`src/rtl/mem_ctrl.sv`:
```
// Purpose: single-port byte-wide RAM arbiter shared by IF and MEM; serialises 1/2/4-byte accesses, little-endian.
// Latency: write n bytes -> done after n edges past sampling; read n bytes -> done after n+1 edges.
// Backpressure: requesters hold *_req_i until their done pulse, and stall_req_o holds the pipeline meanwhile.
// Optional macro MEM_CTRL_FAIR_EN: alternate grants between IF and MEM when both request in IDLE.
module mem_ctrl #(
    parameter int RAM_AW = 17
) (
    input  logic              clk,
    input  logic              rst,
    input  logic              if_req_i,
    input  logic [31:0]       if_addr_i,
    output logic              if_done_o,
    output logic [31:0]       if_data_o,
    input  logic              mem_req_i,
    input  logic              mem_we_i,
    input  logic [1:0]        mem_len_i,
    input  logic [31:0]       mem_addr_i,
    input  logic [31:0]       mem_wdata_i,
    output logic              mem_done_o,
    output logic [31:0]       mem_rdata_o,
    output logic [RAM_AW-1:0] ram_addr_o,
    output logic              ram_wr_o,
    output logic [7:0]        ram_dout_o,
    input  logic [7:0]        ram_din_i,
    output logic              stall_req_o
);

    localparam logic [1:0] S_IDLE = 2'd0;
    localparam logic [1:0] S_XFER = 2'd1;
    localparam logic [1:0] S_DONE = 2'd2;

    logic [1:0]        state_q, state_d;
    logic [2:0]        cnt_q, cnt_d;
    logic [2:0]        n_q, n_d;
    logic [RAM_AW-1:0] addr_q, addr_d;
    logic              we_q, we_d;
    logic [31:0]       wdata_q, wdata_d;
    logic              own_mem_q, own_mem_d;
    logic [31:0]       rbuf_q, rbuf_d;
    logic [31:0]       if_data_q, if_data_d;
    logic [31:0]       mem_rdata_q, mem_rdata_d;
    logic [RAM_AW-1:0] ram_addr_q, ram_addr_d;
    logic              ram_wr_q, ram_wr_d;
    logic [7:0]        ram_dout_q, ram_dout_d;
    logic              if_done_q, if_done_d;
    logic              mem_done_q, mem_done_d;

    logic              grant_mem, grant_if;
    logic [2:0]        nxt;
    logic [1:0]        ci;
    logic [31:0]       rmerge;

`ifdef MEM_CTRL_FAIR_EN
    // last_q = 1 means the previous grant went to MEM
    logic last_q, last_d;
`endif

    // Arbitration: MEM has priority unless fairness hands a contended slot to IF
    always_comb begin
`ifdef MEM_CTRL_FAIR_EN
        grant_mem = mem_req_i & ~(if_req_i & last_q);
`else
        grant_mem = mem_req_i;
`endif
        grant_if  = if_req_i & ~grant_mem;
    end

    // Next-state logic for the transfer FSM and all registered outputs
    always_comb begin
        state_d     = state_q;
        cnt_d       = cnt_q;
        n_d         = n_q;
        addr_d      = addr_q;
        we_d        = we_q;
        wdata_d     = wdata_q;
        own_mem_d   = own_mem_q;
        rbuf_d      = rbuf_q;
        if_data_d   = if_data_q;
        mem_rdata_d = mem_rdata_q;
        ram_addr_d  = ram_addr_q;
        ram_wr_d    = 1'b0;
        ram_dout_d  = ram_dout_q;
        if_done_d   = 1'b0;
        mem_done_d  = 1'b0;
`ifdef MEM_CTRL_FAIR_EN
        last_d      = last_q;
`endif
        nxt         = cnt_q + 3'd1;
        ci          = cnt_q[1:0] - 2'd1;
        rmerge      = rbuf_q;

        case (state_q)
            S_IDLE: begin
                if (grant_mem || grant_if) begin
                    addr_d     = grant_mem ? mem_addr_i[RAM_AW-1:0] : if_addr_i[RAM_AW-1:0];
                    n_d        = (grant_mem && mem_len_i == 2'b00) ? 3'd1 :
                                 (grant_mem && mem_len_i == 2'b01) ? 3'd2 : 3'd4;
                    we_d       = grant_mem & mem_we_i;
                    wdata_d    = mem_wdata_i;
                    own_mem_d  = grant_mem;
                    cnt_d      = 3'd0;
                    rbuf_d     = 32'd0;
                    ram_addr_d = addr_d;
                    ram_wr_d   = grant_mem & mem_we_i;
                    ram_dout_d = mem_wdata_i[7:0];
                    state_d    = S_XFER;
`ifdef MEM_CTRL_FAIR_EN
                    last_d     = grant_mem;
`endif
                end
            end
            S_XFER: begin
                cnt_d = nxt;
                if (we_q) begin
                    if (nxt == n_q) begin
                        state_d    = S_DONE;
                        if_done_d  = ~own_mem_q;
                        mem_done_d = own_mem_q;
                    end else begin
                        ram_addr_d = addr_q + RAM_AW'(nxt);
                        ram_wr_d   = 1'b1;
                        ram_dout_d = wdata_q[{nxt[1:0], 3'b000} +: 8];
                    end
                end else begin
                    // RAM answers one cycle late, so byte cnt-1 is on ram_din_i now
                    if (cnt_q != 3'd0) begin
                        rmerge[{ci, 3'b000} +: 8] = ram_din_i;
                    end
                    rbuf_d = rmerge;
                    if (nxt < n_q) begin
                        ram_addr_d = addr_q + RAM_AW'(nxt);
                    end
                    if (cnt_q == n_q) begin
                        state_d    = S_DONE;
                        if_done_d  = ~own_mem_q;
                        mem_done_d = own_mem_q;
                        if (own_mem_q) begin
                            mem_rdata_d = rmerge;
                        end else begin
                            if_data_d = rmerge;
                        end
                    end
                end
            end
            S_DONE: begin
                state_d = S_IDLE;
            end
            default: begin
                state_d = S_IDLE;
            end
        endcase
    end

    // State registers; async reset aborts any transfer without a done pulse
    always_ff @(posedge clk or negedge rst) begin
        if (!rst) begin
            state_q     <= S_IDLE;
            cnt_q       <= 3'd0;
            n_q         <= 3'd0;
            addr_q      <= '0;
            we_q        <= 1'b0;
            wdata_q     <= 32'd0;
            own_mem_q   <= 1'b0;
            rbuf_q      <= 32'd0;
            if_data_q   <= 32'd0;
            mem_rdata_q <= 32'd0;
            ram_addr_q  <= '0;
            ram_wr_q    <= 1'b0;
            ram_dout_q  <= 8'd0;
            if_done_q   <= 1'b0;
            mem_done_q  <= 1'b0;
`ifdef MEM_CTRL_FAIR_EN
            last_q      <= 1'b0;
`endif
        end else begin
            state_q     <= state_d;
            cnt_q       <= cnt_d;
            n_q         <= n_d;
            addr_q      <= addr_d;
            we_q        <= we_d;
            wdata_q     <= wdata_d;
            own_mem_q   <= own_mem_d;
            rbuf_q      <= rbuf_d;
            if_data_q   <= if_data_d;
            mem_rdata_q <= mem_rdata_d;
            ram_addr_q  <= ram_addr_d;
            ram_wr_q    <= ram_wr_d;
            ram_dout_q  <= ram_dout_d;
            if_done_q   <= if_done_d;
            mem_done_q  <= mem_done_d;
`ifdef MEM_CTRL_FAIR_EN
            last_q      <= last_d;
`endif
        end
    end

    assign if_done_o   = if_done_q;
    assign if_data_o   = if_data_q;
    assign mem_done_o  = mem_done_q;
    assign mem_rdata_o = mem_rdata_q;
    assign ram_addr_o  = ram_addr_q;
    assign ram_wr_o    = ram_wr_q;
    assign ram_dout_o  = ram_dout_q;
    assign stall_req_o = (if_req_i & ~if_done_q) | (mem_req_i & ~mem_done_q);

endmodule
```
`config.mk`:
```
export PLATFORM = sky130hd
export DESIGN_NAME = mem_ctrl
export DESIGN_NICKNAME = d
export VERILOG_FILES = /design/src/rtl/mem_ctrl.sv
export SDC_FILE = /design/constraint.sdc
export NUM_CORES = 1
export LEC_CHECK = 0
export BUFFER_PORTS_ARGS = -buffer_cell sky130_fd_sc_hd__buf_2
export CORE_AREA = 2 2 164 134
export DETAILED_ROUTE_END_ITERATION = 12
export DIE_AREA = 0 0 166 136
export SYNTH_ARGS = -nofsm -noshare
export SYNTH_HDL_FRONTEND = slang
export SYNTH_SLANG_ARGS = --single-unit
```
`constraint.sdc`:
```
create_clock -name clk -period 7.84 [get_ports clk]
set_input_delay 1.568 -clock clk [delete_from_list [all_inputs] [get_ports clk]]
set_output_delay 1.568 -clock clk [all_outputs]
set_load 0.1 [all_outputs]
```
# Word level (Yosys, flattened, before mapping)
# Index checks and enable logic that the tools add are counted.
classes:
  n_addsub: 4
  magnitude_cmp: 1
  n_eq_ne: 12
  shift: 3
  n_mux: 36
  bitwise_logic: 10
  reduce_logical: 15
op_table:
  columns: ["operator", "count"]
  rows:
  - ["two-way mux 32 bit", 3]
  - ["two-way mux 17 bit", 5]
  - ["one-hot mux 32 bit (2 select lines)", 1]
  - ["one-hot mux 17 bit (2 select lines)", 1]
  - ["bitwise mux 32 bit", 1]
  - ["variable shift 8 x 7 -> 32 bit (first input constant)", 1]
  - ["indexed part select 32 x 6 -> 8 bit", 1]
  - ["indexed part select 8 x 7 -> 32 bit", 1]
  - ["two-way mux 8 bit", 3]
  - ["adder 17 x 3 -> 17 bit", 1]
  - ["one-hot mux 8 bit (2 select lines)", 1]
  - ["AND reduction 4 bit", 4]
  - ["inequality test 3 bit (second input constant)", 4]
  - ["two-way mux 1 bit", 11]
  - ["two-way mux 3 bit", 3]
  - ["two-way mux 2 bit", 4]
  - ["inequality test 2 bit (second input constant)", 4]
  - ["negator 5 -> 7 bit", 1]
  - ["== test 3 bit", 2]
  - ["one-hot mux 3 bit (2 select lines)", 1]
  - ["AND reduction 3 bit", 2]
  - ["inverter 1 bit", 5]
  - ["AND 1 bit", 4]
  - ["== test 2 x 1 -> 1 bit (second input constant)", 2]
  - ["12 further kinds", 15]
totals:
  regBits: 183
  wordCells: 96

# Logic depth before layout (Yosys ltp)
# Gate-level depths: netlist of run 1.
depth:
  ltp_word: 7
  depth_mapped: 9
  depth_no_buf: 9

# Worst setup path after synthesis of run 1
# No wires, ideal clock.
synth_path:
  path_kind: "input-to-output"
  start: "input mem_req_i"
  end: "output stall_req_o"
  t_arrival_ns: 3.330
  required_ns: 6.272
  setup_slack_ns: 2.942
  path_stages: 3
  path_buffers: 1
  cell_sequence: "clkbuf_1 > inv_1 > o22ai_1"
synth_via:
  elab_chain_cells: 2
synth_rtl:
  columns: ["element", "line_no", "source"]
  rows:
  - ["start: declaration", "14", "input logic mem_req_i,"]
  - ["AND 1 bit", "204", "assign stall_req_o = (if_req_i & ~if_done_q) | (mem_req_i & ~mem_done_q);"]
  - ["bitwise OR 1 bit", "204", null]
  - ["end: declaration", "25", "output logic stall_req_o"]
# Every way passes these cells.

# Worst setup path in the final report of run 1
layout_path:
  start: "register cnt_q[0]"
  end: "register ram_addr_q[14], in the netlist ram_addr_o[14]"
layout_via:
  elab_chain_cells: 5
layout_rtl:
  columns: ["element", "line_no", "source"]
  rows:
  - ["start: declaration", "33", "logic [2:0] cnt_q, cnt_d;"]
  - ["start signal: assignment", "177", "cnt_q <= cnt_d;"]
  - ["adder 3 x 1 -> 3 bit *", "88", "nxt = cnt_q + 3'd1;"]
  - ["adder 17 x 3 -> 17 bit", "120, 131", null]
  - ["two-way mux 17 bit, on equally long branches", "130, 115", null]
  - ["two-way mux 17 bit", "114", "if (we_q) begin"]
  - ["one-hot mux 17 bit (2 select lines)", "92", "case (state_q)"]
  - ["end signal: assignment", "186", "ram_addr_q <= ram_addr_d;"]
  - ["end: declaration", "42", "logic [RAM_AW-1:0] ram_addr_q, ram_addr_d;"]
# Every way passes the cells marked *; elsewhere a longest branch is shown, timed or not. The select of a mux whose other input is x is not followed.
# A chain may end at the register's enable or synchronous reset.

==> results of run 1 <==
## worst max-delay path by stage
stage / start / to / slack [ns] / cells past startpoint
2_1_floorplan: mem_req_i / stall_req_o / 2.94 / 3
3_3_place_gp: cnt_q[0]$_DFFE_PN0P_ / ram_addr_o[14]$_DFFE_PN0P_ / 3.12 / 9
3_5_place_dp: cnt_q[0]$_DFFE_PN0P_ / ram_addr_o[14]$_DFFE_PN0P_ / 3.08 / 9
4_1_cts: cnt_q[0]$_DFFE_PN0P_ / ram_addr_o[14]$_DFFE_PN0P_ / 3.06 / 9
5_1_grt: cnt_q[0]$_DFFE_PN0P_ / ram_addr_o[14]$_DFFE_PN0P_ / 2.76 / 9
6_report: cnt_q[0]$_DFFE_PN0P_ / ram_addr_o[14]$_DFFE_PN0P_ / 3.19 / 9
## logic make-up (layout without fill, tap and decap cells)
logic type      count (synthesis)  count (layout)  synth area share
compound gates                210             210             0.169
xor+xnor                       15              15            0.0158
fa+ha+maj                      14              14            0.0220
buf+inv                        63             226            0.0380
flops                         183             183             0.552
mux                            35              35            0.0551
simple gates                  270             270             0.148
## flip-flops by register name, indices dropped and copies added, names as in the netlist
name         flops
state_q          2
wdata_q         32
own_mem_q        1
we_q             1
if_data_o       32
n_q              3
mem_rdata_o     32
ram_dout_o       8
rbuf_q          32
mem_done_o       1
addr_q          17
if_done_o        1
ram_addr_o      17
cnt_q            3
ram_wr_o         1
## worst max-delay path, cell delays in order, from the launching register on
cell     delay, ns
dfrtp_1       1.02
inv_1         0.37
ha_1          0.91
inv_1         0.30
fa_1          0.52
nor2b_1       0.33
o21ai_0       0.28
nor3_1        0.43
xor2_1        0.13
o221a_2       0.26
## stage by stage
| step | instance area, µm² | hold slack (ns) | instances |
|---|---|---|---|
| after floorplan | 8290 | 0.425 | 790 |
| after global placement | 9320 | 0.455 | 1196 |
| final | 9950 | 0.475 | 1228 |
| after global routing | 9950 | 0.496 | 1228 |
| after detailed placement | 9320 | 0.458 | 1196 |
| after CTS | 9950 | 0.478 | 1228 |
## layer usage
metal | share of wire | up-vias | wire length [µm] | track usage
met5 | 0 | - | 0 | 0
met3 | 0.048 | 11 | 970 | 0.0463
met2 | 0.43 | 145 | 8550 | 0.269
met1 | 0.52 | 2974 | 10400 | 0.274
met4 | 0.0057 | 0 | 115 | 0.0348
li1 | - | 3057 | - | -
## cell usage in the layout, fill, tap and decap left out, types with 5 or more instances in the layout
cell / Yosys / layout
mux2i_1: 22 / 22
mux2_2: 5 / 5
o221a_2: 5 / 5
o21ai_0: 67 / 67
inv_6: 0 / 6
xor2_1: 7 / 7
nand3_1: 11 / 10
clkbuf_16: 0 / 17
a22oi_1: 31 / 31
nand2_1: 175 / 175
inv_1: 13 / 13
dfrtp_1: 183 / 183
xnor2_1: 8 / 8
a21oi_1: 41 / 41
ha_1: 13 / 13
a22o_1: 18 / 18
mux4_2: 8 / 8
buf_4: 5 / 8
a31oi_1: 6 / 6
nor3_1: 5 / 5
a22o_2: 15 / 15
nor2_1: 46 / 46
o21ai_1: 6 / 5
buf_2: 16 / 172
## cell type report
class,instances,area [µm²],share of cell area
clock inverters,15,206,0.0207
repair buffers,181,932,0.0937
well taps,275,344,0.0346
inverters,13,48.8,0.00490
multi-input cells,544,3410,0.343
flip-flops and latches,183,4580,0.460
clock buffers,17,425,0.0428
==> key figures, run 1 <==
Worst setup path
  • Worst Path Required: 8.15 ns
  • Reg2Reg Depth: 9
  • Crit path arrival time: 4.96 ns
  • Reg2reg setup slack: 3.19 ns
  • Critical Path End Type: flip-flop
  • Reg-to-reg critical path endpoint: ram_addr_o[14]$_DFFE_PN0P_
  • CP max FO: 18
  • Crit path launch type: flip-flop
  • Critical path type: flip-flop to flip-flop
  • Worst r2r src: cnt_q[0]$_DFFE_PN0P_

Clocking
  • Postcts setup bufs: 0
  • Clk_lat worst skew: 0.43 ns
  • Cts hold-fix bufs: 0
  • Cts bufs inserted: 17
  • Worst-path clk slew: 0.08 ns
  • CTS resizes: 0
  • CTS H-tree lvls: 4
  • Clk buf depth: 2
  • Root buf cell: clkbuf_16
  • Clk sinks: 183
  • CTS tree: built

Synth
  • Number of flops mapped to enable cells by yosys: 0
  • Top FF cell, synth: dfrtp_1
  • Yosys cell types: 53
  • Top cell type's share of synthesized area: 0.552
  • Cells after Synth: 790
  • Post-Syn Nets: 915
  • Synthesized flop and latch total: 183
  • Post-synth design cell area: 8290 µm²
  • Most frequent cells after synthesis: dfrtp_1 (183), nand2_1 (175), o21ai_0 (67)
  • Yosys warnings: 0
  • Async SR Flop Fraction: 1.00
  • Synth area leaders: dfrtp_1 (55%), nand2_1 (7.9%), o21ai_0 (4.0%)
  • Seq/Total Area, Yosys: 0.552
  • Cell taking the most area after synthesis: dfrtp_1
  • Avg Inst Size Synth: 10.5 µm²
  • Top-count cell post-synth: dfrtp_1

Timing
  • Finish-stage setup viols: 0
  • Slew HR: 0.317
  • Tmin final: 4.65 ns
  • Worst-margin pin slew: 1.02 ns
  • Fmax: 215 MHz
  • Fin worst setup slack: 3.19 ns
  • Setup TNS: 0 ns
  • Period Utilization, post-route: 0.593
  • RSZ-0062 raised after global routing: false
  • Setup Skew: 0.0128 ns
  • Final Hold Viols: 0
  • Max Slew Vio Count: 0

Status
  • Status: finished, final reports clean

Layout
  • # fillers: 2049
  • Layout area overhead: 20.0%
  • Final core occ: 0.472
  • Diodes inserted: 0
  • Fraction of layout cells with a size suffix above 1: 0.279
  • Nets@finish: 1065

Global route
  • Number of global-route vias before repair: 6068
  • First-pass GRT wire length: 32800 µm
  • Largest net degree at the start of global routing: 105
  • Gr usage total: 0.183
  • Congestion Overflow GR: 0
  • Initial antenna violation count: 0

Route
  • Antenna-violating nets left: 0
  • Via count: 6187
  • DRC violation total after the first TritonRoute iteration: 378
  • # DRC: 0
  • Drt via density: 5.04
  • Final wirelength: 20100 µm
  • Avg WL per Cell: 16.3 µm
  • DRT Pass-1 Iters: 5

Hold path
  • Worst Hold End: wdata_q[23]$_DFFE_PN0P_
  • Hold Crit Start: wdata_q[23]$_DFFE_PN0P_
  • Min-delay worst type: flip-flop to flip-flop
  • Worst Hold Depth: 2

Placed design
  • Final GP Congestion: 0.742
  • Hpwl dp: 13600 µm
  • Pre-CTS setup slack: 3.08 ns
  • IO Port Bufs: 173

Die
  • Core Region: 21100 µm²
  • Die width: 166 µm
  • Placement Rows: 48
  • Boundary pin count: 204
  • Initial core utilization: 0.393
  • Die Area: 22600 µm²
  • Die height: 136 µm

Run
  • Max-cap viol count: 0
Power of run 1 is left out: the tool's default activity adds up to more than one toggle a clock period on the data nets, which glitch-free logic cannot reach.
==> run 2: changes to the inputs <==
ABC_AREA = 1   (was unset)
CORE_AREA = 2 2 168 137   (was 2 2 164 134)
DIE_AREA = 0 0 170 139   (was 0 0 166 136)
clock period = 3.9 ns   (was 7.84 ns; I/O delays follow)
==> key figures, run 2 <==
Worst setup path
  • CP startpoint: mem_req_i
  • Critical path type: input port to primary output
  • Worst Path Required: 3.12 ns
  • Worst r2r src: cnt_q[0]$_DFFE_PN0P_
  • Crit path launch type: input port
  • CP max FO: 19
  • Reg2Reg Depth: 11
  • Critical Path End Type: primary output
  • Crit path arrival time: 2.05 ns

Synth
  • Most frequent cells after synthesis: nand2_1 (357), dfrtp_1 (183), nor2_1 (90)
  • Synth area leaders: dfrtp_1 (53%), nand2_1 (15%), nor2_1 (3.9%)
  • Yosys warnings: 0
  • Seq/Total Area, Yosys: 0.526
  • Top-count cell post-synth: nand2_1
  • Yosys cell types: 34
  • Post-Syn Nets: 1196
  • Avg Inst Size Synth: 8.13 µm²
  • Top cell type's share of synthesized area: 0.526
  • Number of flops mapped to enable cells by yosys: 0
  • Cell taking the most area after synthesis: dfrtp_1
  • Top FF cell, synth: dfrtp_1
  • Async SR Flop Fraction: 1.00
  • Synthesized flop and latch total: 183
  • Post-synth design cell area: 8700 µm²
  • Cells after Synth: 1071

Layout
  • Finished Cell Area: 10300 µm²
  • Layout area overhead: 18.3%
  • Nets@finish: 1349
  • Leading cell type in the layout, fill and taps excluded: nand2_1
  • Diodes inserted: 0
  • Commonest non-fill, non-tap cells in the layout: nand2_1 (357), dfrtp_1 (183), buf_2 (172)
  • Fraction of layout cells with a size suffix above 1: 0.191

Global route
  • Initial antenna violation count: 0
  • First-pass GRT wire length: 37400 µm
  • Gr usage total: 0.201
  • Congestion Overflow GR: 0
  • Largest net degree at the start of global routing: 92
  • Number of global-route vias before repair: 6926

Die
  • Initial core utilization: 0.394
  • Die width: 170 µm
  • Boundary pin count: 204
  • Placement Rows: 49
  • Core Region: 22100 µm²
  • Die height: 139 µm
  • Die Area: 23600 µm²

Route
  • DRC violation total after the first TritonRoute iteration: 640
  • Avg WL per Cell: 15.2 µm
  • Antenna-violating nets left: 0
  • Final wirelength: 23100 µm
  • Via count: 7438
  • DRT Pass-1 Iters: 5
  • # DRC: 0
  • Drt via density: 4.90

Timing
  • Max Slew Vio Count: 0
  • Worst-margin pin slew: 0.751 ns
  • RSZ-0062 raised after global routing: false
  • Fmax: 353 MHz
  • Setup Skew: 0.0101 ns
  • Period Utilization, post-route: 0.726
  • Finish-stage setup viols: 0
  • Setup TNS: 0 ns
  • Final Hold Viols: 0
  • Tmin final: 2.83 ns
  • Slew HR: 0.499
  • Final hold slack: 0.393 ns

Placed design
  • Hpwl dp: 16100 µm
  • IO Port Bufs: 173
  • Final GP Congestion: 0.863
  • Area post-placement: 9730 µm²

Clocking
  • CTS H-tree lvls: 4
  • Cts hold-fix bufs: 0
  • CTS resizes: 0
  • Worst-path clk slew: 0.07 ns
  • Root buf cell: clkbuf_16
  • CTS tree: built
  • Cts bufs inserted: 17
  • Postcts setup bufs: 0
  • Clk_lat worst skew: 0.43 ns
  • Clk buf depth: 2
  • Clk sinks: 183

Run
  • Max-cap viol count: 0

Hold path
  • Min-delay worst type: input port to asynchronous set/reset pin

Status
  • Status: finished, final reports clean
## run 2: cell count changes in the layout (fill, tap and decap cells not counted), sizes merged, moves of 6 or more
cell	change
nand2	+180
inv	+80
nor2	+50
nand3	+36
o21ai	+35
o22ai	+35
a22o	-33
a22oi	-30
mux2i	-21
mux4	-8
a41oi	+7
xor2	-6
## run 2: through the flow
step                utilization  std cells  worst slack, ns
global placement          0.441       1485             1.05
floorplan                     -       1071            0.415
CTS                       0.466       1517             1.04
global route              0.466       1517            0.919
detailed placement        0.441       1485             1.04
finish                    0.466       1517             1.07
## run 2: critical path: stages
cell and delay [ns]:
buf_2 0.34, inv_2 0.26, o22ai_1 0.20, buf_2 0.46
## run 2: worst paths after layout
path                                              to  slack, ns
max                                      stall_req_o       1.07
min                        if_data_o[17]$_DFFE_PN0P_       0.39
max reg2reg                ram_dout_o[5]$_DFFE_PN0P_       1.12
min reg2reg                   wdata_q[9]$_DFFE_PN0P_       0.48
max in group asynchronous     rbuf_q[27]$_DFFE_PN0P_       2.58
min in group clk              wdata_q[9]$_DFFE_PN0P_       0.48
## run 2: cells by family after synthesis
family          count (synthesis)  synth area share
mux                             1           0.00115
flops                         183             0.526
fa+ha+maj                      14            0.0210
buf+inv                       144            0.0743
compound gates                201             0.126
xor+xnor                        4           0.00403
simple gates                  524             0.247
## run 2: per-layer routing
layer	share of wire	vias to the layer above	global-route usage
met2	0.42	197	0.275
li1	-	3778	-
met1	0.52	3450	0.318
met4	0.0094	0	0.0486
met3	0.058	13	0.0457
met5	0	-	0
## run 2: cell type report
class | count | area [µm²]
fill | 2226 | 11800
clock inverter | 14 | 139
tap | 280 | 350
multi-input combinational | 744 | 3480
clock buffer | 18 | 429
sequential | 183 | 4580
inverter | 93 | 352
timing repair buffer | 185 | 965
Power of run 2 is left out for the same reason.
